===== config.mk =====
export PLATFORM = sky130hd
export DESIGN_NAME = serial_subtractor_flat
export DESIGN_NICKNAME = d
export VERILOG_FILES = /design/src/rtl/serial_sub_pkg.sv /design/src/rtl/serial_subtractor_if.sv /design/src/rtl/serial_fs_cell.sv /design/src/rtl/serial_subtractor.sv /design/src/flat_wrapper.sv
export SDC_FILE = /design/constraint.sdc
export NUM_CORES = 1
export LEC_CHECK = 0
export CORE_AREA = 5 5 48 50
export DETAILED_ROUTE_END_ITERATION = 10
export DIE_AREA = 0 0 53 55
export HOLD_SLACK_MARGIN = 0.08
export PLACE_DENSITY_LB_ADDON = 0.08
export SLEW_MARGIN = 40
export SYNTH_ARGS = -nofsm -noshare
export SYNTH_HDL_FRONTEND = slang
export SYNTH_SLANG_ARGS = --single-unit

===== constraint.sdc =====
create_clock -name clk_i -period 3 [get_ports clk_i]
set_input_delay 0.45 -clock clk_i [delete_from_list [all_inputs] [get_ports clk_i]]
set_output_delay 0.45 -clock clk_i [all_outputs]
set_load 0.1 [all_outputs]

===== src/rtl/serial_sub_pkg.sv =====
// Shared types and helpers for the bit-serial subtractor.
// The SERIAL_SUB_OVF_EN macro adds the signed-overflow output.
package serial_sub_pkg;

  typedef enum logic [1:0] {
    StIdle,
    StShift,
    StDone
  } state_e;

  // Bit-counter width for a given operand width.
  function automatic int unsigned cnt_w(int unsigned size);
    return $clog2(size + 1);
  endfunction

endpackage


===== src/rtl/serial_subtractor_if.sv =====
// Start/busy/done handshake and operand/result bus of the serial subtractor.
// Defining SERIAL_SUB_OVF_EN adds the ovf signal.
interface serial_subtractor_if #(
  parameter int unsigned Size = 4
);
  logic            start;
  logic [Size-1:0] a;
  logic [Size-1:0] b;
  logic            bin;
  logic            busy;
  logic            done;
  logic [Size-1:0] diff;
  logic            bout;
`ifdef SERIAL_SUB_OVF_EN
  logic            ovf;

  modport master (output start, a, b, bin, input busy, done, diff, bout, ovf);
  modport slave  (input start, a, b, bin, output busy, done, diff, bout, ovf);
`else
  modport master (output start, a, b, bin, input busy, done, diff, bout);
  modport slave  (input start, a, b, bin, output busy, done, diff, bout);
`endif
endinterface


===== src/rtl/serial_fs_cell.sv =====
// Combinational 1-bit full subtractor: d = a - b - br, with borrow out.
module serial_fs_cell (
  input  logic a_i,
  input  logic b_i,
  input  logic br_i,
  output logic d_o,
  output logic br_o
);

  assign d_o  = a_i ^ b_i ^ br_i;
  assign br_o = (~a_i & b_i) | (~(a_i ^ b_i) & br_i);

endmodule


===== src/rtl/serial_subtractor.sv =====
// Bit-serial signed subtractor, diff = a - b - bin, LSB first, one bit per clock.
// Defining SERIAL_SUB_OVF_EN adds a signed-overflow flag latched with bout.
module serial_subtractor
  import serial_sub_pkg::*;
#(
  parameter int unsigned Size = 4
) (
  input logic              clk_i,
  input logic              rst_i,
  serial_subtractor_if.slave bus
);

  localparam int unsigned CntW = cnt_w(Size);
  localparam logic [CntW-1:0] LastCnt = CntW'(Size - 1);

  state_e          state_q, state_d;
  logic [CntW-1:0] cnt_q, cnt_d;
  logic [Size-1:0] a_q, a_d;
  logic [Size-1:0] b_q, b_d;
  logic [Size-1:0] diff_q, diff_d;
  logic            br_q, br_d;
  logic            bout_q, bout_d;
  logic            fs_d, fs_br;
`ifdef SERIAL_SUB_OVF_EN
  logic            ovf_q, ovf_d;
`endif

  serial_fs_cell u_fs (
    .a_i  (a_q[0]),
    .b_i  (b_q[0]),
    .br_i (br_q),
    .d_o  (fs_d),
    .br_o (fs_br)
  );

  always_comb begin
    state_d = state_q;
    cnt_d   = cnt_q;
    a_d     = a_q;
    b_d     = b_q;
    diff_d  = diff_q;
    br_d    = br_q;
    bout_d  = bout_q;
`ifdef SERIAL_SUB_OVF_EN
    ovf_d   = ovf_q;
`endif
    case (state_q)
      StIdle: begin
        if (bus.start) begin
          a_d     = bus.a;
          b_d     = bus.b;
          br_d    = bus.bin;
          diff_d  = '0;
          bout_d  = 1'b0;
`ifdef SERIAL_SUB_OVF_EN
          ovf_d   = 1'b0;
`endif
          cnt_d   = '0;
          state_d = StShift;
        end
      end
      StShift: begin
        // New bit enters at the MSB so the LSB-first stream lands in place.
        diff_d = (diff_q >> 1) | (Size'(fs_d) << (Size - 1));
        a_d    = a_q >> 1;
        b_d    = b_q >> 1;
        br_d   = fs_br;
        cnt_d  = cnt_q + 1'b1;
        if (cnt_q == LastCnt) begin
          bout_d  = fs_br;
`ifdef SERIAL_SUB_OVF_EN
          ovf_d   = br_q ^ fs_br;
`endif
          state_d = StDone;
        end
      end
      StDone:  state_d = StIdle;
      default: state_d = StIdle;
    endcase
  end

  always_ff @(posedge clk_i) begin
    if (rst_i) begin
      state_q <= StIdle;
      cnt_q   <= '0;
      a_q     <= '0;
      b_q     <= '0;
      diff_q  <= '0;
      br_q    <= 1'b0;
      bout_q  <= 1'b0;
`ifdef SERIAL_SUB_OVF_EN
      ovf_q   <= 1'b0;
`endif
    end else begin
      state_q <= state_d;
      cnt_q   <= cnt_d;
      a_q     <= a_d;
      b_q     <= b_d;
      diff_q  <= diff_d;
      br_q    <= br_d;
      bout_q  <= bout_d;
`ifdef SERIAL_SUB_OVF_EN
      ovf_q   <= ovf_d;
`endif
    end
  end

  assign bus.busy = (state_q == StShift);
  assign bus.done = (state_q == StDone);
  assign bus.diff = diff_q;
  assign bus.bout = bout_q;
`ifdef SERIAL_SUB_OVF_EN
  assign bus.ovf  = ovf_q;
`endif

endmodule


===== src/flat_wrapper.sv =====
// flat-port wrapper written by rule: the top's interface ports become plain ports
module serial_subtractor_flat import serial_sub_pkg::*;
#(
  parameter int unsigned Size = 4
)
  (clk_i, rst_i, bus_start, bus_a, bus_b, bus_bin, bus_busy, bus_done, bus_diff, bus_bout);
  serial_subtractor_if #(.Size(Size)) bus_i ();
  input logic clk_i;
  input logic rst_i;
  input wire logic [$bits(bus_i.start)-1:0] bus_start;
  input wire logic [$bits(bus_i.a)-1:0] bus_a;
  input wire logic [$bits(bus_i.b)-1:0] bus_b;
  input wire logic [$bits(bus_i.bin)-1:0] bus_bin;
  output wire logic [$bits(bus_i.busy)-1:0] bus_busy;
  output wire logic [$bits(bus_i.done)-1:0] bus_done;
  output wire logic [$bits(bus_i.diff)-1:0] bus_diff;
  output wire logic [$bits(bus_i.bout)-1:0] bus_bout;
  assign bus_i.start = bus_start;
  assign bus_i.a = bus_a;
  assign bus_i.b = bus_b;
  assign bus_i.bin = bus_bin;
  assign bus_busy = bus_i.busy;
  assign bus_done = bus_i.done;
  assign bus_diff = bus_i.diff;
  assign bus_bout = bus_i.bout;
  serial_subtractor #(.Size(Size)) u_core (.clk_i(clk_i), .rst_i(rst_i), .bus(bus_i));
endmodule

### Word-level counts from Yosys, hierarchy flattened

Cells that the tools add are included.

| operators by class | value |
|---|---|
| add/subtract/negate cells | 1 |
| equal/unequal tests | 5 |
| mux-type cells | 16 |
| bitwise logic cells | 8 |
| reduce and logical (&&, ||, !) cells | 5 |

Operators with widths:

| kind | count |
|---|---|
| case mux 4 bit (2 select lines) | 3 |
| 2-to-1 mux 4 bit | 3 |
| case mux 3 bit (2 select lines) | 1 |
| 2-to-1 mux 2 bit | 2 |
| OR 3 x 4 -> 4 bit | 1 |
| case mux 1 bit (2 select lines) | 2 |
| case mux 2 bit (2 select lines) | 1 |
| AND reduction 2 bit | 2 |
| adder 3 x 1 -> 3 bit, second input constant | 1 |
| equality test 3 x 2 -> 1 bit, second input constant | 1 |
| 2-to-1 mux 1 bit | 3 |
| 2-to-1 mux 3 bit | 1 |
| AND reduction 3 bit | 1 |
| AND 1 bit | 2 |
| equality test 2 x 1 -> 1 bit, second input constant | 1 |
| equality test 2 bit, second input constant | 1 |
| zero test 2 bit | 1 |
| != test 2 x 1 -> 1 bit, second input constant | 1 |
| != test 2 bit, second input constant | 1 |
| inverter 1 bit | 2 |
| nonzero test 2 bit | 1 |
| bitwise XOR 1 bit | 2 |
| OR 1 bit | 1 |

| word-level totals | value |
|---|---|
| register bits | 19 |
| input bits | 12 |
| output and inout port bits | 7 |
| word-level logic and storage cells | 42 |

### Logic depth before layout (Yosys ltp)

| logic depth | value |
|---|---|
| word-level depth | 6 |
| mapped depth | 5 |
| mapped depth without buffers | 5 |

### Hierarchy

A second synthesis with hierarchy kept.

| second synthesis, totals | value |
|---|---|
| cell total of the unflattened synthesis | 89 |
| area total of the unflattened synthesis | 882.1 um2 |

By module, submodules not included:

| module | instances | cells each | area each (um2) | seq. area each (um2) |
|---|---|---|---|---|
| serial_subtractor | 1 | 85 | 850.8 | 380.4 |
| serial_fs_cell | 1 | 4 | 31.3 | 0.0 |

### Worst setup path before layout

OpenSTA, ideal clock, no wires.

| timing | value |
|---|---|
| path kind | register to output |
| from | register u_core.state_q[0] |
| to | output port bus_done |
| data arrival time | 1851 ps |
| data required time | 2550 ps |
| slack | 699 ps |
| stages on the path, launching flop included | 3 |
| path buffers | 1 |
| cells stage by stage | dfxtp_1 > buf_6 > nor2b_1 |

| between the ends | value |
|---|---|
| longest elaborated chain between the ends | 1 |

Ends and longest elaborated chain:

| element | RTL line | RTL |
|---|---|---|
| start, declared | serial_subtractor.sv:16 | `state_e state_q, state_d;` |
| start signal, assigned | serial_subtractor.sv:84 | `state_q <= StIdle;` |
| start signal, assigned | serial_subtractor.sv:95 | `state_q <= state_d;` |
| equality test 2 bit | serial_subtractor.sv:109 | `assign bus.done = (state_q == StDone);` |
| end, declared | flat_wrapper.sv:15 | `output wire logic [$bits(bus_i.done)-1:0] bus_done;` |

Every way passes these cells.

### Worst setup path in the final report

| timing | value |
|---|---|
| from | register u_core.state_q[0] |
| to | output port bus_busy |

| between the ends | value |
|---|---|
| longest elaborated chain between the ends | 1 |

Ends and longest elaborated chain:

| element | RTL line | RTL |
|---|---|---|
| equality test 2 x 1 -> 1 bit | serial_subtractor.sv:108 | `assign bus.busy = (state_q == StShift);` |
| end, declared | flat_wrapper.sv:14 | `output wire logic [$bits(bus_i.busy)-1:0] bus_busy;` |

Every way passes these cells.

==> results.json <==
{
  "status": "complete, no violations",
  "core_sq_um": 1862,
  "via_per_inst": 4.962,
  "critPathRequiredTime_ns": 2.55,
  "worstPathCellList": "nand2b_4 -> clkinv_2 -> buf_4",
  "finalSetupViolations": 0,
  "p_leak_nw": 0.4163,
  "post_cts_buffers": 0,
  "syn_inst": 89,
  "crit_fanout": 14,
  "grt_pass1_wl_um": 2967,
  "antenna_cells": 0,
  "grt_pass1_vias": 653,
  "seq_area_frac_synth_pct": 43.24,
  "grt_use_total_pct": 14.02,
  "maxCapViolCount": 0,
  "port_buffers": 18,
  "grt-ovfl-total": 0,
  "ir_drop_v": 0.0003401,
  "crit_path_end_kind": "primary output",
  "whs_endpoint": "u_core.cnt_q[0]$_SDFFE_PP0P_",
  "hold_viol_final": 0,
  "dr_total_vias": 655,
  "drt_pass1_iterations": 4,
  "final.min_clock_period_ns": 2.044,
  "min_path_cells": 1,
  "critical-path-top-delay-family": "flip-flops",
  "ff2ff_setup_slack_ns": 1.31,
  "ctsResizeCount": 0,
  "cts_root_buf": "clkbuf_4",
  "rsz0062_at_grt": "false",
  "final_common_cell": "dfxtp_1",
  "wl_um": 1652,
  "synth_area_sq_um": 879.6,
  "wl_per_cell_um": 12.52,
  "hold_class": "flip-flop to flip-flop",
  "antenna_found_initial": 0,
  "synth_warnings": 0,
  "layout-drive-gt1-share_pct": 22.86,
  "place.gp.congestion": 0.7135,
  "hpwl_um": 1171,
  "antenna_left": 0,
  "syn_to_final_growth_pct": 20.48,
  "worst-path-buf-inv": 2,
  "start_util_pct": 47.24,
  "fin_setup_tns_ns": 0,
  "period_share_pct": 68.14,
  "drt_iter0_markers": 11,
  "fp.dieH_um": 55,
  "max_clock_freq_ghz": 0.4892,
  "synth.avg_cell_area_sq_um": 9.883,
  "h-tree-depth": 1,
  "cp-start-kind": "flip-flop",
  "hold_buffers": 0,
  "r2r-start": "u_core.state_q[0]$_SDFFE_PP0P_",
  "drv_slew": 0,
  "clk_path_buf_depth": 2,
  "fin_nets": 121,
  "max_slew_margin_pct": 48.24,
  "cp_slowest_cell": "dfxtp_1",
  "dieWidth_um": 53,
  "route.detailed.drc": 0,
  "cp.arrival_ns": 1.59,
  "synth_nets": 104,
  "p_per_area_nw_per_um2": 475.8,
  "ys_seq_elements": 19,
  "critPathKind": "flip-flop to primary output",
  "synth_cell_types": 28,
  "rr_worst_depth": 3,
  "crit_path_start": "u_core.state_q[0]$_SDFFE_PP0P_",
  "cts_sinks": 19,
  "min-delay-start": "u_core.cnt_q[0]$_SDFFE_PP0P_",
  "critPathMaxStageDelay_ns": 0.73,
  "dieArea_sq_um": 2915,
  "path_clk_slew_ns": 0.10,
  "cts-buffers-inserted": 3,
  "cts_tree": "done",
  "final.setup_skew_ns": 0.002493,
  "insertion_delay_ns": 0.29,
  "worstReg2RegEnd": "u_core.bus.bout$_SDFFE_PP0P_",
  "ios": 19,
  "grt_start_max_net_pins": 21,
  "hold_ws_ns": 0.4800,
  "rows": 16,
  "layout_common_cells": "19 x dfxtp_1, 14 x nor2_1, 11 x clkdlybuf4s50_1",
  "worst_pin_slew_ns": 0.7739
}
[registers in the layout, summed over array words and instances, names as in the netlist]
register and cells:
u_core.state_q 2, u_core.bus.diff 4, u_core.br_q 1, u_core.bus.bout 1, u_core.cnt_q 3, u_core.b_q 4
u_core.a_q 4
[worst register-to-register path, delay by kind of cell, from the launching register on]
family / cells / cell delay (ns)
flip-flops: 1 / 0.73
AO/OA/AOI/OAI: 3 / 0.83
[cells by family (layout without fill, tap and decap cells)]
| group | count (synthesis) | count (layout) | share of synthesized area [%] |
|---|---|---|---|
| AO/OA/AOI/OAI | 26 | 26 | 24.89 |
| multiplexers | 4 | 4 | 4.552 |
| flip-flops | 19 | 19 | 43.24 |
| AND/OR/NAND/NOR | 25 | 25 | 14.51 |
| adder cells (fa/ha/maj) | 3 | 3 | 5.121 |
| buffers and inverters | 12 | 28 | 7.681 |
[power by group]
group	internal [mW]	switching [mW]	total, mW
Combinational	0.0428	0.0559	0.0987
Clock	0.0495	0.0759	0.125
Sequential	0.266	0.0136	0.280
Total	0.359	0.145	0.504
[routing by layer]
layer  vias up  wire (um)  global-route usage, %
met5         -          0                      0
met4         0          0                  5.106
met3         0        111                  3.485
met2        14        698                  22.11
met1       298        842                  18.59
li1        343          -                      -
[stage by stage]
step                      instance area (sq um)  power, mW  instances  setup slack [ns]  utilization (%)
final                                      1060     0.5042        132            0.9557            56.92
after floorplan                           879.6     0.3578         89            0.6990                -
after global placement                     1032     0.3835        128             1.080            55.44
after detailed placement                   1032     0.3845        128             1.025            55.44
after CTS                                  1060     0.5136        132            0.9270            56.92
after global routing                       1060     0.5392        132            0.8152            56.92
[layout make-up]
cell class	count	area [sq um]
clock inverter	1	5.005
clock buffer	3	22.52
tap	27	33.78
inverter	6	23.77
sequential	19	380.4
timing repair buffer	18	162.7
fill	187	802.0
multi-input combinational	58	431.7
[Yosys cell counts (all sizes together)]
cell type	number	area, sq um
a211oi	7	72.57
a21oi	5	25.02
a22oi	7	52.55
a2bb2oi	1	8.760
buf	6	43.79
clkinv	1	5.000
dfxtp	19	380.4
fa	1	20.02
ha	2	25.02
inv	5	18.77
mux2i	4	40.04
nand2	2	7.510
nand2b	2	20.02
nor2	18	77.57
nor2b	1	6.260
nor3b	1	7.510
o21a	1	7.510
o21ba	1	10.01
o21bai	1	11.26
o221a	2	22.52
o32ai	1	8.760
or3b	1	8.760
[how the worst max path moves through the flow]
stage,end,slack [ns],cells past startpoint
after floorplan,bus_done,0.70,2
after global placement,u_core.bus.bout$_SDFFE_PP0P_,1.08,4
after detailed placement,u_core.bus.bout$_SDFFE_PP0P_,1.02,4
after CTS,bus_busy,0.93,3
after global routing,bus_busy,0.82,3
final,bus_busy,0.96,3
Power figures use the tool's default switching activity.
